## config.mk

```make
export PLATFORM = sky130hd
export DESIGN_NAME = rot_imm_encoder
export DESIGN_NICKNAME = d
export VERILOG_FILES = /design/src/rtl/arm_shift_pkg.sv /design/src/rtl/rot_imm_rol.sv /design/src/rtl/rot_imm_encoder.sv
export SDC_FILE = /design/constraint.sdc
export NUM_CORES = 1
export LEC_CHECK = 0
export BUFFER_PORTS_ARGS = -buffer_cell sky130_fd_sc_hd__buf_2
export CORE_AREA = 10 10 95 97
export DETAILED_ROUTE_END_ITERATION = 16
export DIE_AREA = 0 0 105 107
export GPL_TIMING_DRIVEN = 0
export PLACE_DENSITY = 0.76
export SETUP_SLACK_MARGIN = 0.15
export SLEW_MARGIN = 20
export SYNTH_ARGS = -nofsm -noshare
export SYNTH_HDL_FRONTEND = slang
export SYNTH_SLANG_ARGS = --single-unit
```

## constraint.sdc

```tcl
create_clock -name clk -period 7.22 [get_ports clk]
set_clock_uncertainty 0.05 [all_clocks]
set_input_delay 1.083 -clock clk [delete_from_list [all_inputs] [get_ports clk]]
set_output_delay 1.083 -clock clk [all_outputs]
set_load 0.05 [all_outputs]
```

## src/rtl/arm_shift_pkg.sv

```systemverilog
// -----------------------------------------------------------------------------
// arm_shift_pkg
// Shared definitions for the ARM operand-2 shifter and the rotate-immediate
// encoder.
//   - enc_state_e : state encoding of the immediate-encoder FSM
//   - IMM_W/ROT_W : field widths of the data-processing immediate
//   - ROT_MAX     : largest rotate_imm field value
//   - shift_type_e: shift-type field encodings used by shifter_32
//   - imm_fits()  : helper, true when a 32-bit word fits in the low 8 bits
// -----------------------------------------------------------------------------
package arm_shift_pkg;

    localparam int unsigned DATA_W = 32;
    localparam int unsigned IMM_W  = 8;
    localparam int unsigned ROT_W  = 4;

    localparam logic [ROT_W-1:0] ROT_MAX  = 4'd15;
    localparam logic [ROT_W-1:0] ROT_ZERO = 4'd0;

    typedef enum logic [1:0] {
        ST_IDLE   = 2'b00,
        ST_SEARCH = 2'b01,
        ST_DONE   = 2'b10
    } enc_state_e;

    typedef enum logic [1:0] {
        SH_LSL = 2'b00,
        SH_LSR = 2'b01,
        SH_ASR = 2'b10,
        SH_ROR = 2'b11
    } shift_type_e;

    // A rotated candidate is a valid immediate when nothing above bit 7 is set.
    function automatic logic imm_fits(input logic [DATA_W-1:0] cand);
        return (cand[DATA_W-1:IMM_W] == 24'd0);
    endfunction

endpackage

```

## src/rtl/rot_imm_rol.sv

```systemverilog
// -----------------------------------------------------------------------------
// rot_imm_rol
// Combinational 32-bit rotate-left by an even amount {rot,1'b0} (0..30).
// Undoes the ROR(2*rot) applied when decoding an operand-2 immediate, so the
// same block serves both the encoder search and a decode-side checker.
// Ports:
//   data   : input  [31:0] word to rotate
//   rot    : input  [3:0]  rotate field; rotation amount is 2*rot
//   result : output [31:0] data ROL (2*rot)
// -----------------------------------------------------------------------------
module rot_imm_rol
    import arm_shift_pkg::*;
(
    input  logic [DATA_W-1:0] data,
    input  logic [ROT_W-1:0]  rot,
    output logic [DATA_W-1:0] result
);

    logic [4:0]          amt_s;
    logic [2*DATA_W-1:0] dbl_s;

    // Shifting the doubled word left leaves the wrapped bits in the upper half.
    always_comb begin
        amt_s  = {rot, 1'b0};
        dbl_s  = {data, data} << amt_s;
        result = dbl_s[2*DATA_W-1:DATA_W];
    end

endmodule

```

## src/rtl/rot_imm_encoder.sv

```systemverilog
// -----------------------------------------------------------------------------
// rot_imm_encoder
// Multi-cycle search for the ARM data-processing immediate of a 32-bit
// constant: finds the smallest rotate_imm such that
// value == imm8 ROR (2*rotate_imm), trying one rotation per clock.
// Also reports the shifter carry-out the encoded operand would produce.
// Ports:
//   clk        : input        rising-edge clock
//   reset      : input        asynchronous active-high reset
//   start      : input        request pulse, accepted in IDLE or DONE
//   value      : input  [31:0] constant to encode, sampled on accept
//   carryFlag  : input        current C flag, sampled on accept
//   busy       : output       search in progress
//   done       : output       one-cycle result-valid pulse
//   found      : output       value is encodable (held)
//   imm8       : output [7:0] encoded immediate (held)
//   rotate_imm : output [3:0] encoded rotate field (held)
//   carryOut   : output       carry-out of the encoded operand (held)
// Result outputs only change when a search completes or on reset.
// -----------------------------------------------------------------------------
module rot_imm_encoder
    import arm_shift_pkg::*;
(
    input  logic              clk,
    input  logic              reset,
    input  logic              start,
    input  logic [DATA_W-1:0] value,
    input  logic              carryFlag,
    output logic              busy,
    output logic              done,
    output logic              found,
    output logic [IMM_W-1:0]  imm8,
    output logic [ROT_W-1:0]  rotate_imm,
    output logic              carryOut
);

    enc_state_e        state_r, state_s;
    logic [DATA_W-1:0] v_r, v_s;
    logic              c_r, c_s;
    logic [ROT_W-1:0]  rot_r, rot_s;
    logic              found_r, found_s;
    logic [IMM_W-1:0]  imm8_r, imm8_s;
    logic [ROT_W-1:0]  rot_imm_r, rot_imm_s;
    logic              carry_r, carry_s;

    logic [DATA_W-1:0] cand_s;
    logic              hit_s;

    rot_imm_rol u_rol (
        .data   (v_r),
        .rot    (rot_r),
        .result (cand_s)
    );

    // Candidate test for the rotation currently being tried.
    always_comb begin
        hit_s = imm_fits(cand_s);
    end

    // Next-state and next-result logic; everything holds unless stated.
    always_comb begin
        state_s   = state_r;
        v_s       = v_r;
        c_s       = c_r;
        rot_s     = rot_r;
        found_s   = found_r;
        imm8_s    = imm8_r;
        rot_imm_s = rot_imm_r;
        carry_s   = carry_r;

        case (state_r)
            ST_IDLE: begin
                if (start) begin
                    v_s     = value;
                    c_s     = carryFlag;
                    rot_s   = ROT_ZERO;
                    state_s = ST_SEARCH;
                end else begin
                    state_s = ST_IDLE;
                end
            end
            ST_SEARCH: begin
                if (hit_s) begin
                    found_s   = 1'b1;
                    imm8_s    = cand_s[IMM_W-1:0];
                    rot_imm_s = rot_r;
                    // With no rotation the shifter passes C through untouched;
                    // otherwise carry-out is the MSB of the rotated result,
                    // which is the original value's bit 31.
                    if (rot_r == ROT_ZERO) begin
                        carry_s = c_r;
                    end else begin
                        carry_s = v_r[DATA_W-1];
                    end
                    state_s = ST_DONE;
                end else if (rot_r == ROT_MAX) begin
                    found_s   = 1'b0;
                    imm8_s    = 8'd0;
                    rot_imm_s = ROT_ZERO;
                    carry_s   = 1'b0;
                    state_s   = ST_DONE;
                end else begin
                    rot_s   = rot_r + 4'd1;
                    state_s = ST_SEARCH;
                end
            end
            ST_DONE: begin
                // A new request may chain straight out of DONE.
                if (start) begin
                    v_s     = value;
                    c_s     = carryFlag;
                    rot_s   = ROT_ZERO;
                    state_s = ST_SEARCH;
                end else begin
                    state_s = ST_IDLE;
                end
            end
            default: begin
                state_s = ST_IDLE;
            end
        endcase
    end

    // State, search operands and held results; reset clears all immediately.
    always_ff @(posedge clk or posedge reset) begin
        if (reset) begin
            state_r   <= ST_IDLE;
            v_r       <= 32'd0;
            c_r       <= 1'b0;
            rot_r     <= 4'd0;
            found_r   <= 1'b0;
            imm8_r    <= 8'd0;
            rot_imm_r <= 4'd0;
            carry_r   <= 1'b0;
        end else begin
            state_r   <= state_s;
            v_r       <= v_s;
            c_r       <= c_s;
            rot_r     <= rot_s;
            found_r   <= found_s;
            imm8_r    <= imm8_s;
            rot_imm_r <= rot_imm_s;
            carry_r   <= carry_s;
        end
    end

    // Status decodes straight from the state register; results from holds.
    always_comb begin
        busy       = (state_r == ST_SEARCH);
        done       = (state_r == ST_DONE);
        found      = found_r;
        imm8       = imm8_r;
        rotate_imm = rot_imm_r;
        carryOut   = carry_r;
    end

endmodule

```

; ---- Word level (Yosys, flattened, before mapping)
; Cells that the tools add are included.
[word_totals]
register_bits = 53
latchBits = 0
ram_bits = 0
romBits = 0
in_bits = 36
output_inout_bits = 16
word_cells = 41
mem_count = 0
[op_classes]
add_sub_neg = 1
mul = 0
div_mod_pow = 0
order_cmp = 0
n_eq_ne = 6
shifts = 1
mux = 16
n_bitwise = 0
n_reduce_logical = 9
[op_table]
columns = operator, count
row1 = 64-bit by 5-bit << shifter with 64-bit output, 1
row2 = 24-bit logical NOT, 1
row3 = 4-bit 2-to-1 mux, 5
row4 = 8-bit 2-to-1 mux, 2
row5 = 4-bit one-hot mux with 2 select lines, 1
row6 = 1-bit 2-to-1 mux, 5
row7 = 4-bit by 1-bit adder with 4-bit output (second input constant), 1
row8 = 4-bit equality test (second input constant), 1
row9 = 4-bit logical NOT, 1
row10 = 2-bit 2-to-1 mux, 2
row11 = 2-bit != test (second input constant), 2
row12 = 2-bit one-hot mux with 2 select lines, 1
row13 = 2-bit AND reduction, 2
row14 = 4-bit AND reduction, 1
row15 = 2-bit nonzero test, 2
row16 = 2-bit by 1-bit equality test with 1-bit output (second input constant), 1
row17 = 2-bit equality test (second input constant), 1
row18 = 2-bit logical NOT, 1
row19 = 2-bit by 1-bit != test with 1-bit output (second input constant), 1
row20 = 2-bit OR reduction, 1

; ---- Longest topological paths before layout
; Gate-level depths: netlist (run 1).
[depth]
word_depth = 4
depth_mapped = 12
mapped_depth_nobuf = 7

; ---- Modules after synthesis
; Synthesis (run 1) repeated with hierarchy kept, for this count alone.
[unflattened]
cells_unflattened = 299
hier_area_um2 = 3771.1
[by_module_without_submodules]
columns = module, n_inst, cells_per_inst, area_per_inst_um2, seq_area_each_um2
row1 = rot_imm_encoder, 1, 219, 2170.8, 1326.3
row2 = rot_imm_rol, 1, 80, 1600.3, 0.0

; ---- Least setup slack after synthesis (run 1)
; No wires, ideal clock.
[synth_timing]
path_kind = register to register
start = register rot_r[1]
end = register rot_r[1]
setup_time_ps = 125
t_arrival_ps = 2527
required_time_ps = 7045
setup_slack_ps = 4517
path_stages_with_launch = 11
path_buffers = 3
period_less_slack_ps = 2703
path_cell_list = dfrtp_1 buf_6 buf_6 buf_6 or3_1 a21oi_1 o221ai_1 a222oi_1 o21ai_0 o211a_1 mux2_4
[synth_via]
elab_chain_len = 4
word_cells_on_any_way = 10
cone_classes = add/sub (1) / eq/ne (3) / shift (1) / mux (3) / reduce/logical (2)
[synth_rtl]
columns = item, line
row1 = from (decl), rot_imm_encoder.sv:40  ; logic [ROT_W-1:0] rot_r, rot_s;
row2 = from (signal assigned), rot_imm_encoder.sv:139  ; rot_r <= rot_s;
row3 = 64-bit by 5-bit << shifter with 64-bit output / 4-bit by 1-bit adder with 4-bit output (equally long branches), "rot_imm_rol.sv:25, rot_imm_encoder.sv:103"
row4 = 24-bit logical NOT / 4-bit 2-to-1 mux (equally long branches), "arm_shift_pkg.sv:35, rot_imm_encoder.sv:96"
row5 = 2-bit != test (no source line) / 4-bit 2-to-1 mux (equally long branches), --
row6 = 4-bit AND reduction (no source line) / 4-bit one-hot mux with 2 select lines (equally long branches), --
; Parallel ways exist; a longest one is shown, timed or not. The select of a mux whose other input is x is not followed.
; A chain may end at the register's enable or synchronous reset.

; ---- Worst setup path after layout (run 1)
[layout_timing]
start = register rot_r[0]
end = register rot_r[1]
; The elaborated chain is that of the path after synthesis.

==> metrics.yaml, run 1 <==
floorplanning:
  count_of_pins_on_the_block_boundary: 52
  core.rowCount: 31
  floorplan.initialDensity_pct: 54.14
  dieHeight_um: 107
  fp.coreArea_um2: 7137
  die_w_um: 105
  dieArea_um2: 11240
logic_synthesis:
  syn_area_per_cell_um2: 9.027
  synth_top_flop_cell: "sky130_fd_sc_hd__dfrtp_1"
  synth_top_cell_by_area: "sky130_fd_sc_hd__dfrtp_1"
  ys_types: 59
  synth_area_leaders: "sky130_fd_sc_hd__dfrtp_1, sky130_fd_sc_hd__nand2_1, sky130_fd_sc_hd__mux4_2, sky130_fd_sc_hd__mux2_2, sky130_fd_sc_hd__mux2i_1"
  synth-seq-area-share_pct: 34.33
  netlist_instances: 428
  asyncSetResetFlopFracSynth_pct: 100.0
  yosysWarningCount: 0
  synth_largest_type_area_fraction_pct: 34.33
  synthesis.area_um2: 3864
  yosys-top-cells-count: "sky130_fd_sc_hd__nand2_1, sky130_fd_sc_hd__dfrtp_1, sky130_fd_sc_hd__mux4_2"
  synth_edf_count: 0
  postSynthRegisterBits: 53
  yosysMostFrequentCell: "sky130_fd_sc_hd__nand2_1"
  number_of_nets_produced_by_synthesis: 466
clock_tree:
  ctsHoldBuffers: 0
  cts_buffer_depth: 2
  clock_tree_from_tritoncts: "built"
  root_buffer: "sky130_fd_sc_hd__clkbuf_8"
  post_cts_resize_count: 0
  cts.sinks: 53
  cts_htree_levels: 2
  clk_transition_reported_paths_ns: 0.09
  cts_setup_buffers: 0
  numCtsBuffers: 5
  worst_skew_pair.late_latency_ns: 0.30
sta:
  layout_min_cycle_time_ns: 3.471
  final_min_period_over_clock_period_pct: 48.07
  worst_slew_pin_slew_ns: 0.7049
  max_freq_mhz: 288.1
  finalSetupTns_ns: 0
  rsz0062_at_grt: "false"
  timing.final.max_slew_violations: 0
  slew_headroom_pct: 53.01
  setup-violations-final: 0
  hold_viol_final: 0
finish:
  number_of_fillers_in_the_final_layout: 696
  area_delta_synth_final_pct: 12.56
  final_nets: 525
  num_antenna_cells: 0
  layout-drive-gt1-share_pct: 25.67
global_route:
  grt_start_max_net_pins: 32
  grt_first_pass_wirelength_mm: 19.38
  first_global_vias: 3618
  global_route.overflow_total: 0
  grt_antenna_before_repair: 0
  global_route.usage.total_pct: 20.97
place:
  dp_hpwl_mm: 8.933
  port_buffers: 51
  gp_congestion: 1.022
min_path:
  hold_path_class: "reg2reg"
route:
  vias: 3548
  detail_route.vias_per_cell: 6.055
  route.detailed.drc: 0
  first_iter_violations: 282
  routed_wire_length_per_instance_um: 20.02
  detail-route-antenna-nets: 0
  drt-total-wl_mm: 11.73
  dr.pass1.iters: 5
power_and_ir_drop:
  cellPowerDensity_nw_per_um2: 536.4
  cellLeakagePower_nw: 1.986
  finalPower_mw: 2.333
  maximum_vdd_ir_drop_v: 0.0002533
status:
  status: "finished, final reports clean"
setup_path:
  worst_setup_path_type: "reg2reg"
  critical_path_peak_fanout: 10
  cp.arrival_ns: 3.62
  cp.required_ns: 7.37
  critPathCaptureType: "flip-flop"
  timing.critical_path.from_type: "flip-flop"
flow_run:
  maxCapViolCount: 0
## worst paths after layout
check	from	endpoint	slack, ns	cells past startpoint
max	rot_r[0]	rot_r[1]	3.75	9
min	c_r	c_r	0.45	2
max reg2reg	rot_r[0]	rot_r[1]	3.75	9
min reg2reg	c_r	c_r	0.45	2
max in group asynchronous	reset	rot_r[0]	5.83	3
min in group asynchronous	reset	v_r[15]	0.75	2
## cell usage in the layout, fill, tap and decap left out, types with 3 or more instances in the layout
cell type                   count
sky130_fd_sc_hd__dfrtp_1       53
sky130_fd_sc_hd__o221ai_1       6
sky130_fd_sc_hd__o21ai_0        8
sky130_fd_sc_hd__nor3b_1        3
sky130_fd_sc_hd__clkbuf_8       6
sky130_fd_sc_hd__nor3_1        13
sky130_fd_sc_hd__o211ai_1      11
sky130_fd_sc_hd__buf_6          6
sky130_fd_sc_hd__mux4_2        19
sky130_fd_sc_hd__nor2_1        13
sky130_fd_sc_hd__mux2i_1       16
sky130_fd_sc_hd__or3_1          4
sky130_fd_sc_hd__buf_2         59
sky130_fd_sc_hd__a21oi_1       12
sky130_fd_sc_hd__nor2b_1        5
sky130_fd_sc_hd__nand3_1        5
sky130_fd_sc_hd__mux2_1         3
sky130_fd_sc_hd__buf_1          4
sky130_fd_sc_hd__o2111ai_1      3
sky130_fd_sc_hd__o211ai_2       8
sky130_fd_sc_hd__clkbuf_1      16
sky130_fd_sc_hd__and3_1         3
sky130_fd_sc_hd__a211oi_1       8
sky130_fd_sc_hd__mux2_2        15
sky130_fd_sc_hd__inv_1          5
sky130_fd_sc_hd__nand2_1      140
## state kept, by name, summed over array words and instances (netlist names)
register and cells:
c_r 1, carryOut 1, found 1, imm8 8
rot_r 4, rotate_imm 4, state_r 2, v_r 32
## worst max-delay path, stage by stage, from the launching register on
cell	delay, ns
sky130_fd_sc_hd__dfrtp_1	0.37
sky130_fd_sc_hd__buf_2	0.24
sky130_fd_sc_hd__buf_2	0.30
sky130_fd_sc_hd__clkbuf_1	0.48
sky130_fd_sc_hd__and3_1	0.24
sky130_fd_sc_hd__o221ai_1	0.15
sky130_fd_sc_hd__a222oi_1	0.63
sky130_fd_sc_hd__o21ai_0	0.23
sky130_fd_sc_hd__o211a_1	0.33
sky130_fd_sc_hd__mux2_4	0.31
## power breakdown
part           total [mW]  leakage (nW)  internal [mW]  switching, mW
Combinational        1.53          1.31          0.635          0.891
Clock               0.173        0.0443         0.0765         0.0963
Sequential          0.634         0.637          0.430          0.204
## cell type report
type | count | area, um2 | area share, %
multi-input cells | 335 | 2328 | 53.54
flip-flops and latches | 53 | 1326 | 30.49
clock buffers | 7 | 86.33 | 1.985
plain buffers | 34 | 186.4 | 4.287
well taps | 99 | 123.9 | 2.848
repair buffers | 52 | 275.3 | 6.329
inverters | 6 | 22.52 | 0.5178
## metal layers
layer	vias up	track usage (%)	routed length, um
met5	-	0	0
li1	1657	-	-
met4	0	6.765	256
met1	1697	27.94	5189
met3	20	4.611	970
met2	174	33.23	5316
## cells by family after synthesis
kind of cell | after synthesis | share of synthesized area [%]
muxes | 54 | 20.85
and+or+nand+nor | 199 | 22.15
buffers and inverters | 40 | 5.408
adders and majority gates | 2 | 0.6476
DFF | 53 | 34.33
xor gates and xnor gates | 1 | 0.2267
AOI/OAI and AO/OA | 79 | 16.39
## per-stage QoR
stage               setup WS, ns  hold WS (ns)  area [um2]  utilization, %  std cells
floorplan                  4.517        0.3950        3864               -        428
global placement           3.879        0.4147        4243           59.45        578
detailed placement         3.910        0.4201        4263           59.73        579
CTS                        3.885        0.4436        4349           60.94        586
global route               3.544        0.4685        4349           60.94        586
finish                     3.749        0.4488        4349           60.94        586
(Power assumes the default switching activity.)
==> run 2, diff against run 1 <==
--- a/config.mk
+++ b/config.mk
@@ -6,9 +6,9 @@
 export NUM_CORES = 1
 export LEC_CHECK = 0
 export BUFFER_PORTS_ARGS = -buffer_cell sky130_fd_sc_hd__buf_2
-export CORE_AREA = 10 10 95 97
+export CORE_AREA = 10 10 97 99
 export DETAILED_ROUTE_END_ITERATION = 16
-export DIE_AREA = 0 0 105 107
+export DIE_AREA = 0 0 107 109
 export GPL_TIMING_DRIVEN = 0
 export PLACE_DENSITY = 0.76
 export SETUP_SLACK_MARGIN = 0.15
==> constraint.sdc (replaced) <==
create_clock -name clk -period 2.8 [get_ports clk]
set_clock_uncertainty 0.05 [all_clocks]
set_input_delay 0.42 -clock clk [delete_from_list [all_inputs] [get_ports clk]]
set_output_delay 0.42 -clock clk [all_outputs]
set_load 0.05 [all_outputs]
==> metrics.yaml, run 2 (synthesized netlist as in run 1, its figures left out) <==
status:
  status: "finished, violations left"
  violations: "negative setup slack"
place:
  gp_congestion: 0.9940  # -2.8%
  dp_hpwl_mm: 8.696  # -2.6%
  dp_cells: 582  # +0.52%
  post_dp_cell_area_um2: 4274  # +0.26%
  port_buffers: 51  # unchanged
finish:
  num_antenna_cells: 0  # unchanged
  largest_reg_flops: 32  # unchanged
  instances_no_fill: 603  # +2.9%
  final_area_um2: 4707  # +8.2%
  leading_cell_types_in_the_layout_fill_and_taps_excluded: "sky130_fd_sc_hd__nand2_1, sky130_fd_sc_hd__buf_2, sky130_fd_sc_hd__dfrtp_1"
  layout.cells.most_common: "sky130_fd_sc_hd__nand2_1"
  layout-drive-gt1-share_pct: 33.13  # +7.5 points
  number_of_fillers_in_the_final_layout: 692  # -0.57%
  final_nets: 538  # +2.5%
  area_delta_synth_final_pct: 21.83
  largest-register: "v_r"
floorplanning:
  dieHeight_um: 109  # +1.9%
  dieArea_um2: 11660  # +3.8%
  core.rowCount: 32  # +3.2%
  die_w_um: 107  # +1.9%
  count_of_pins_on_the_block_boundary: 52  # unchanged
  fp.coreArea_um2: 7527  # +5.5%
  floorplan.initialDensity_pct: 51.33  # -2.8 points
setup_path:
  cp.required_ns: 2.96  # -4.41 ns
  cp_slowest_stage_delay_ns: 0.54  # -0.09 ns
  cp_cell_sequence: "mux4_2 -> mux2_2 -> or4b_4 -> a21oi_4 -> a41oi_2 -> o211a_1 -> mux2_4"
  critical_path_peak_fanout: 8  # -2
  cp.arrival_ns: 3.02  # -0.60 ns
  worst_setup_path_type: "reg2reg"
  critical_path_buf_inv_count: 0  # -3
  critPathCaptureType: "flip-flop"
  setup.reg_to_reg.worst_slack_ns: -0.07  # -3.82 ns
  critPathSlowestCell: "sky130_fd_sc_hd__or4b_4"
  critical-path-top-delay-family: "multiplexers"
  timing.rr.start: "v_r[3]"
  r2r_cells: 7  # -2
  worstReg2RegEnd: "rot_r[1]"
  timing.critical_path.from_type: "flip-flop"
clock_tree:
  ctsHoldBuffers: 0  # unchanged
  cts.sinks: 53  # unchanged
  root_buffer: "sky130_fd_sc_hd__clkbuf_8"
  clk_transition_reported_paths_ns: 0.10  # about the same
  clock_tree_from_tritoncts: "built"
  cts_buffer_depth: 2  # unchanged
  numCtsBuffers: 5  # unchanged
  worst_skew_pair.late_latency_ns: 0.32  # +0.02 ns
  cts_htree_levels: 2  # unchanged
sta:
  final_min_period_over_clock_period_pct: 102.4  # +54 points
  setup-violations-final: 6  # +6
  max_freq_mhz: 348.7  # +21%
  worst_slew_pin_slew_ns: 0.5690  # -0.1359 ns
  slew_headroom_pct: 62.01  # +9.0 points
  rsz0062_at_grt: "true"
  timing.final.ws_setup_ns: -0.06772  # -3.817 ns
  finalSetupTns_ns: -0.2035  # -0.2035 ns
  layout_min_cycle_time_ns: 2.868  # -0.6029 ns
  worst_hold_slack_ns: 0.09219  # -0.3566 ns
  hold_viol_final: 0  # unchanged
  timing.final.max_slew_violations: 0  # unchanged
route:
  detail_route.vias_per_cell: 6.191  # +2.2%
  detail-route-antenna-nets: 0  # unchanged
  routed_wire_length_per_instance_um: 20.31  # +1.5%
  drt-total-wl_mm: 12.25  # +4.4%
  first_iter_violations: 348  # +23%
  vias: 3733  # +5.2%
  route.detailed.drc: 0  # unchanged
  dr.pass1.iters: 5  # unchanged
global_route:
  grt_antenna_before_repair: 0  # unchanged
  grt_start_max_net_pins: 29  # -9.4%
  global_route.overflow_total: 0  # unchanged
  global_route.usage.total_pct: 20.18  # -0.79 points
  first_global_vias: 3623  # +0.14%
  grt_first_pass_wirelength_mm: 18.91  # -2.5%
min_path:
  hold_path_class: "in2async"
power_and_ir_drop:
  cellLeakagePower_nw: 2.125  # +7.0%
  finalPower_mw: 6.543  # +180%
  maximum_vdd_ir_drop_v: 0.0005366  # +110%
  cellPowerDensity_nw_per_um2: 1390  # +160%
flow_run:
  maxCapViolCount: 0  # unchanged
-- run 2: cell types whose count changed in the layout (fill, tap and decap cells not counted), moves of 3 or more --
cell	delta
sky130_fd_sc_hd__mux2_4	+3
sky130_fd_sc_hd__buf_2	-5
sky130_fd_sc_hd__nor3_2	+3
sky130_fd_sc_hd__clkbuf_1	-3
sky130_fd_sc_hd__buf_1	-3
sky130_fd_sc_hd__clkbuf_4	+5
sky130_fd_sc_hd__mux2_2	-3
sky130_fd_sc_hd__buf_4	+13
sky130_fd_sc_hd__nor3_1	-3
-- run 2: area by class of cell --
| cell class | count | area (um2) | share of cell area (%) |
|---|---|---|---|
| inverters | 6 | 26.28 | 0.5582 |
| well taps | 102 | 127.6 | 2.711 |
| clock buffers | 7 | 96.34 | 2.047 |
| repair buffers | 65 | 391.6 | 8.320 |
| plain buffers | 34 | 244.0 | 5.183 |
| flip-flops and latches | 53 | 1326 | 28.18 |
| clock inverters | 1 | 5.005 | 0.1063 |
| multi-input cells | 335 | 2490 | 52.90 |
-- run 2: timing repair --
| action | 4_1_cts | 5_1_grt |
|---|---|---|
| setup buffers | 4 | 7 |
| setup endpoints to repair | 20 | 20 |
| pin swaps | 4 | 22 |
| cloned | 0 | 2 |
| gates resized for setup | 22 | 35 |
-- run 2: worst max-delay path by stage --
stage                  start       endpoint  slack, ns  cells after the start
finish                v_r[3]       rot_r[1]      -0.07                      7
global placement    rot_r[0]       rot_r[1]      -0.50                      9
global route        rot_r[2]       rot_r[2]      -0.16                      9
CTS                 rot_r[2]       rot_r[1]      -0.04                      8
floorplan           rot_r[1]       rot_r[1]       0.12                     10
detailed placement  rot_r[0]  rotate_imm[2]      -0.45                     10
-- run 2: metrics by stage --
| stage | setup WS (ns) | util, % |
|---|---|---|
| 2_1_floorplan | 0.1220 | - |
| 3_3_place_gp | -0.4973 | 56.52 |
| 3_5_place_dp | -0.4511 | 56.78 |
| 4_1_cts | -0.04148 | 59.66 |
| 5_1_grt | -0.1588 | 62.53 |
| 6_report | -0.06772 | 62.53 |
-- run 2: routing by layer --
metal	part of all wire, %	track usage, %
met2	48	32.13
met5	0	0
met3	9.2	4.484
met1	40	25.94
met4	3.0	8.801
-- run 2: worst reg2reg max path, cell delays in order, from the launching register on --
cell	delay, ns
sky130_fd_sc_hd__dfrtp_1	0.51
sky130_fd_sc_hd__mux4_2	0.53
sky130_fd_sc_hd__mux2_2	0.31
sky130_fd_sc_hd__or4b_4	0.54
sky130_fd_sc_hd__a21oi_4	0.16
sky130_fd_sc_hd__a41oi_2	0.06
sky130_fd_sc_hd__o211a_1	0.29
sky130_fd_sc_hd__mux2_4	0.31
-- run 2: power by group --
| part | switching [mW] | internal [mW] | leakage, nW |
|---|---|---|---|
| clock | 0.264 | 0.224 | 0.0542 |
| sequential | 0.537 | 1.11 | 0.637 |
| combinational | 2.50 | 1.91 | 1.43 |
